## config.mk

```make
export PLATFORM = sky130hd
export DESIGN_NAME = pipe_ctrl
export DESIGN_NICKNAME = d
export VERILOG_FILES = /design/src/rtl/pipe_ctrl_pkg.sv /design/src/rtl/pipe_ctrl_hazard_detect.sv /design/src/rtl/pipe_ctrl.sv
export SDC_FILE = /design/constraint.sdc
export NUM_CORES = 1
export LEC_CHECK = 0
export ABC_AREA = 1
export BUFFER_PORTS_ARGS = -buffer_cell sky130_fd_sc_hd__buf_4
export CAP_MARGIN = 10
export CORE_UTILIZATION = 39
export CTS_CLUSTER_SIZE = 20
export DETAILED_ROUTE_END_ITERATION = 7
export PLACE_DENSITY_LB_ADDON = 0.05
export SLEW_MARGIN = 10
export SYNTH_ARGS = -nofsm -noshare
export SYNTH_HDL_FRONTEND = slang
export SYNTH_SLANG_ARGS = --single-unit
export TNS_END_PERCENT = 50
```

## constraint.sdc

```tcl
create_clock -name clk -period 1.75 [get_ports clk]
set_input_delay 0.35 -clock clk [delete_from_list [all_inputs] [get_ports clk]]
set_output_delay 0.35 -clock clk [all_outputs]
set_load 0.1 [all_outputs]
```

## src/rtl/pipe_ctrl_pkg.sv

```systemverilog
// Shared types and constants for the pipeline control unit.
// Holds the FSM state encoding, the bubble instruction and the control bundle struct.
package pipe_ctrl_pkg;

  typedef enum logic [1:0] {
    PIPE_ST_RUN      = 2'd0,
    PIPE_ST_MEM_WAIT = 2'd1,
    PIPE_ST_EX_HOLD  = 2'd2
  } pipe_st_e;

  // addi x0, x0, 0 -- what a flushed register presents downstream
  localparam logic [31:0] PIPE_NOP_INSN = 32'h0000_0013;

  typedef struct packed {
    logic pc_hold;
    logic if_id_hold;
    logic id_ex_hold;
    logic ex_mem_hold;
    logic if_id_flush;
    logic id_ex_flush;
    logic ex_mem_flush;
    logic redirect_en;
  } pipe_ctl_t;

endpackage

```

## src/rtl/pipe_ctrl_hazard_detect.sv

```systemverilog
// Load-use comparator: the load in EX writes a register the instruction in ID reads.
// Purely combinational; x0 never creates a hazard.
module hazard_detect (
  input  logic       ex_mem_re_i,
  input  logic [4:0] ex_rd_addr_i,
  input  logic [4:0] id_rs1_addr_i,
  input  logic [4:0] id_rs2_addr_i,
  input  logic       id_rs1_re_i,
  input  logic       id_rs2_re_i,
  output logic       load_use_o
);

  logic rs1_hit;
  logic rs2_hit;

  assign rs1_hit    = id_rs1_re_i && (id_rs1_addr_i == ex_rd_addr_i);
  assign rs2_hit    = id_rs2_re_i && (id_rs2_addr_i == ex_rd_addr_i);
  assign load_use_o = ex_mem_re_i && (ex_rd_addr_i != 5'd0) && (rs1_hit || rs2_hit);

endmodule

```

## src/rtl/pipe_ctrl.sv

```systemverilog
// Pipeline hold/flush/redirect arbiter: controls are zero-latency, watchdog pulse is registered.
// Holds are the backpressure; mem_busy outranks everything. Stats counters need PIPE_CTRL_STATS_EN.
module pipe_ctrl
  import pipe_ctrl_pkg::*;
#(
  parameter int HOLD_MAX = 64
) (
  input  logic        clk,
  input  logic        rst_n,
  input  logic        jump_en_i,
  input  logic [31:0] jump_addr_i,
  input  logic        hold_flag_i,
  input  logic        mem_busy_i,
  input  logic        ex_mem_re_i,
  input  logic [4:0]  ex_rd_addr_i,
  input  logic [4:0]  id_rs1_addr_i,
  input  logic [4:0]  id_rs2_addr_i,
  input  logic        id_rs1_re_i,
  input  logic        id_rs2_re_i,
  output logic        pc_hold_o,
  output logic        if_id_hold_o,
  output logic        id_ex_hold_o,
  output logic        ex_mem_hold_o,
  output logic        if_id_flush_o,
  output logic        id_ex_flush_o,
  output logic        ex_mem_flush_o,
  output logic        redirect_en_o,
  output logic [31:0] redirect_addr_o,
  output logic        hold_timeout_o,
  output logic [31:0] stall_cnt_o,
  output logic [31:0] redirect_cnt_o
);

  localparam int CW = $clog2(HOLD_MAX + 1);
  localparam logic [CW-1:0] HOLD_TOP  = CW'(HOLD_MAX);
  localparam logic [CW-1:0] HOLD_LAST = CW'(HOLD_MAX - 1);

  pipe_st_e      state_q;
  logic [CW-1:0] hold_cnt_q;
  logic          hold_timeout_q;
  logic          load_use;
  logic          mem_win;
  logic          ex_win;
  pipe_ctl_t     ctl;
  logic [31:0]   redirect_addr;

  hazard_detect u_hazard_detect (
    .ex_mem_re_i   (ex_mem_re_i),
    .ex_rd_addr_i  (ex_rd_addr_i),
    .id_rs1_addr_i (id_rs1_addr_i),
    .id_rs2_addr_i (id_rs2_addr_i),
    .id_rs1_re_i   (id_rs1_re_i),
    .id_rs2_re_i   (id_rs2_re_i),
    .load_use_o    (load_use)
  );

  // Rows are evaluated top-down; a lower row never contributes once a higher one matches.
  always_comb begin
    ctl           = '0;
    redirect_addr = '0;
    mem_win       = 1'b0;
    ex_win        = 1'b0;
    if (!rst_n) begin
      ctl = '0;
    end else if (mem_busy_i) begin
      mem_win         = 1'b1;
      ctl.pc_hold     = 1'b1;
      ctl.if_id_hold  = 1'b1;
      ctl.id_ex_hold  = 1'b1;
      ctl.ex_mem_hold = 1'b1;
    end else if (jump_en_i) begin
      ctl.redirect_en = 1'b1;
      ctl.if_id_flush = 1'b1;
      ctl.id_ex_flush = 1'b1;
      redirect_addr   = jump_addr_i;
    end else if (hold_flag_i) begin
      ex_win           = 1'b1;
      ctl.pc_hold      = 1'b1;
      ctl.if_id_hold   = 1'b1;
      ctl.id_ex_hold   = 1'b1;
      ctl.ex_mem_flush = 1'b1;
    end else if (load_use) begin
      ctl.pc_hold     = 1'b1;
      ctl.if_id_hold  = 1'b1;
      ctl.id_ex_flush = 1'b1;
    end
  end

  // The counter only continues an episode already in EX_HOLD; entering the state restarts it at 1.
  always_ff @(posedge clk) begin
    if (!rst_n) begin
      state_q        <= PIPE_ST_RUN;
      hold_cnt_q     <= '0;
      hold_timeout_q <= 1'b0;
    end else begin
      hold_timeout_q <= ex_win && (hold_cnt_q == HOLD_LAST);
      if (mem_win) begin
        state_q    <= PIPE_ST_MEM_WAIT;
        hold_cnt_q <= '0;
      end else if (ex_win) begin
        state_q <= PIPE_ST_EX_HOLD;
        if (state_q != PIPE_ST_EX_HOLD) begin
          hold_cnt_q <= CW'(1);
        end else if (hold_cnt_q != HOLD_TOP) begin
          hold_cnt_q <= hold_cnt_q + CW'(1);
        end
      end else begin
        state_q    <= PIPE_ST_RUN;
        hold_cnt_q <= '0;
      end
    end
  end

  assign pc_hold_o       = ctl.pc_hold;
  assign if_id_hold_o    = ctl.if_id_hold;
  assign id_ex_hold_o    = ctl.id_ex_hold;
  assign ex_mem_hold_o   = ctl.ex_mem_hold;
  assign if_id_flush_o   = ctl.if_id_flush;
  assign id_ex_flush_o   = ctl.id_ex_flush;
  assign ex_mem_flush_o  = ctl.ex_mem_flush;
  assign redirect_en_o   = ctl.redirect_en;
  assign redirect_addr_o = redirect_addr;
  assign hold_timeout_o  = hold_timeout_q;

`ifdef PIPE_CTRL_STATS_EN
  logic [31:0] stall_cnt_q;
  logic [31:0] redirect_cnt_q;

  always_ff @(posedge clk) begin
    if (!rst_n) begin
      stall_cnt_q    <= '0;
      redirect_cnt_q <= '0;
    end else begin
      if (ctl.pc_hold)     stall_cnt_q    <= stall_cnt_q + 32'd1;
      if (ctl.redirect_en) redirect_cnt_q <= redirect_cnt_q + 32'd1;
    end
  end

  assign stall_cnt_o    = stall_cnt_q;
  assign redirect_cnt_o = redirect_cnt_q;
`else
  assign stall_cnt_o    = '0;
  assign redirect_cnt_o = '0;
`endif

endmodule

```

==> flow_summary_export.csv <==
group,metric,value,unit
routing,drtIter0Drc,30,
floorplan,core,3740,sq um
cts,cts_tree,"yes",
global_routing,gr-usage-met2,34.1,%
routing,drt_pass1_iterations,4,
critical_path,worstSetupEndpointType,"primary output",
run,drv_cap,0,
cts,clock_sinks,10,
floorplan,initial_utilization,41.7,%
global_routing,antenna_found_initial,0,
synth,synth_common_cells,"buf_4, inv_1, nand2_1, nor2_2, nor2_1",
placed_design,dp_hpwl,3040,microns
synth,yosysMostFrequentCell,"buf_4",
sta,fmax,582,MHz
critical_path,crit_type,"input port to primary output",
cts,ctsHoldBuffers,0,
synth,synth_warnings,0,
worst_hold_path,hold_end,"state_q[1]",
sta,maxSlewViolCount,0,
synth,ys_seq_area_share,12.8,%
global_routing,grt_use_total,17.4,%
placed_design,dp.cells,410,
global_routing,grt_max_degree,15,
routing,viasPerCell,3.87,
floorplan,rows,22,
layout,layout-area-overhead-vs-synth,80.2,%
global_routing,grtUsageMet3,5.38,%
critical_path,rrSetupSlack,0.54,ns
floorplan,dieArea,4260,sq um
sta,hold_viol,0,
cts,clock_path_buffers,2,
layout,diodes,0,
power_and_ir_drop,clkPwrFrac,13.9,%
synth,synth_enable_flop_cells,0,
critical_path,crit_path_max_fanout,14,
power_and_ir_drop,p_comb_share,72.1,%
placed_design,port-buffer-count,95,
synth,synth_top_area_share,31.7,%
power_and_ir_drop,power.internal,614,uW
cts,clock_latency,0.23,ns
cts,htree_levels,1,
power_and_ir_drop,sw_frac_of_total,63.1,%
global_routing,grt-ovfl-total,0,
layout,fillers,300,
critical_path,start_kind,"input port",
global_routing,grt_pass1_vias,1347,
layout,finish.utilization,75.2,%
cts,numCtsBuffers,3,
synth,avgSynthCellArea,5.96,sq um
global_routing,grt_pass1_wl,5780,microns
synth,synth_area_leader_cell,"buf_4",
floorplan,die_x,65.3,microns
global_routing,gr-max-usage-layer,"met2",
layout,drive_gt1_share,41.9,%
cts,clk_pin_slew,0.05,ns
sta,final.min_clock_period,1.72,ns
global_routing,use_met1,17.8,%
power_and_ir_drop,p_sw,1.05,mW
critical_path,r2r-end,"hold_cnt_q[6]",
power_and_ir_drop,leakagePower,1.52,nW
layout,multi_input_area,1060,sq um
synth,ys_types,19,
power_and_ir_drop,pwr-share-seq,14.0,%
worst_hold_path,worstHoldStart,"mem_busy_i",
routing,drtAntennaViolNets,0,
synth,syn_inst,262,
cts,root_buffer,"clkbuf_8",
routing,drcViolationCount,0,
layout,stdcell_count,413,
synth,synth_flop_cell,"dfxtp_1",
sta,rsz0062_at_grt,"yes",
critical_path,cp.arrival,1.37,ns
cts,post_cts_buffers,0,
sta,setup_violations,0,
critical_path,critical_path_required,1.40,ns
sta,holdWs,0.382,ns
sta,worst_slack,0.0327,ns
layout,nets,424,
placed_design,gp_congestion,0.790,
synth,netlist_top_cells_area,"buf_4, inv_1, dfxtp_1",
routing,routed-via-count,1598,
power_and_ir_drop,peakVddDrop,0.000490,V
synth,synth-async-reset-ratio,0,%
sta,finalCritPeriodShare,98.1,%
power_and_ir_drop,pwr_density_cell,591,nW/um^2
synth,synth_area,1560,sq um
routing,drt_wl_total,3780,microns
layout,seq_area,200,sq um
floorplan,ios,160,
sta,fin_tns_setup,0,ns
sta,clock_skew,0.00420,ns
floorplan,die_h,65.3,microns
synth,ys_ff_latch,10,
critical_path,r2r_cells,6,
run_status,status,"finished, final reports clean",
worst_hold_path,hold_depth,3,
routing,routedWlPerCell,9.16,microns
worst_hold_path,min_path_type,"input port to flip-flop",
placed_design,place_ws,-0.0875,ns
critical_path,timing.rr.start,"hold_cnt_q[1]",
[worst max-delay path: stages]
cell and delay, ns:
buf_6 0.09, inv_8 0.03, or2_4 0.23, nor2_4 0.11, inv_4 0.08, buf_12 0.17
nor2_4 0.11, buf_12 0.18
[placed cells by master (no fill, tap or decap), drive strengths merged]
master  netlist  routed
a21oi         2       2
or2           1       1
o21ai         3       3
nand4         3       3
nand3         8       8
xor2          2       2
nor2         53      53
dfxtp        10      10
inv          61      61
conb          1      64
clkbuf        0       3
ha            2       2
buf          69     106
nor3b         1       1
nor3          3       3
nand2        43      43
[final cells by class]
type                    count  share of cell area (%)
multi-input cells         185                    37.5
well taps                  48                    2.13
flip-flops and latches     10                    7.11
repair buffers            106                    43.3
inverters                  61                    8.49
clock buffers               3                    1.47
[metal layers]
metal	vias to the layer above	share of wire [%]
met1	677	32
met5	-	0
li1	824	-
met3	2	9.9
met2	95	58
met4	0	0.56
[registers in the layout (all words and copies together), names as in the netlist]
signal          cells
hold_cnt_q          7
hold_timeout_o      1
state_q             2
[per-stage QoR]
| step | area (sq um) | power (mW) |
|---|---|---|
| after floorplan | 2030 | 1.31 |
| after global placement | 2380 | 1.36 |
| after detailed placement | 2380 | 1.36 |
| after CTS | 2730 | 1.65 |
| after global routing | 2820 | 1.73 |
| final | 2820 | 1.66 |
[power by group through the flow]
stage | clock network (mW) | registers [mW] | logic (mW)
CTS | 0.239 | 0.232 | 1.18
floorplan | 0 | 0.236 | 1.07
detailed placement | 0 | 0.236 | 1.13
global route | 0.257 | 0.232 | 1.24
global placement | 0 | 0.236 | 1.13
finish | 0.232 | 0.232 | 1.20
[how the worst max path moves through the flow]
stage / depth (start not counted) / startpoint / end
after floorplan: 5 / mem_busy_i / redirect_addr_o[10]
after CTS: 8 / rst_n / redirect_addr_o[28]
after global routing: 8 / rst_n / redirect_addr_o[11]
final: 8 / rst_n / redirect_addr_o[11]
after detailed placement: 8 / rst_n / redirect_addr_o[26]
after global placement: 8 / rst_n / redirect_addr_o[23]
[cell families (layout without fill, tap and decap cells)]
logic type               count (synthesis)  after routing  synth area share, %
buffers and inverters                  130            170                 48.5
XOR/XNOR                                 2              2                 1.12
AND/OR/NAND/NOR                        112            112                 34.1
other                                    1             64                0.240
adder cells (fa/ha/maj)                  2              2                 1.60
flip-flops                              10             10                 12.8
AO/OA/AOI/OAI                            5              5                 1.60
[repair_timing]
action | in CTS | in global routing
pin swaps | 1 | 1
cloned | 0 | 0
gates resized for setup | 78 | 19
endpoints found under the setup margin | 34 | 33
(Power assumes the default switching activity.)
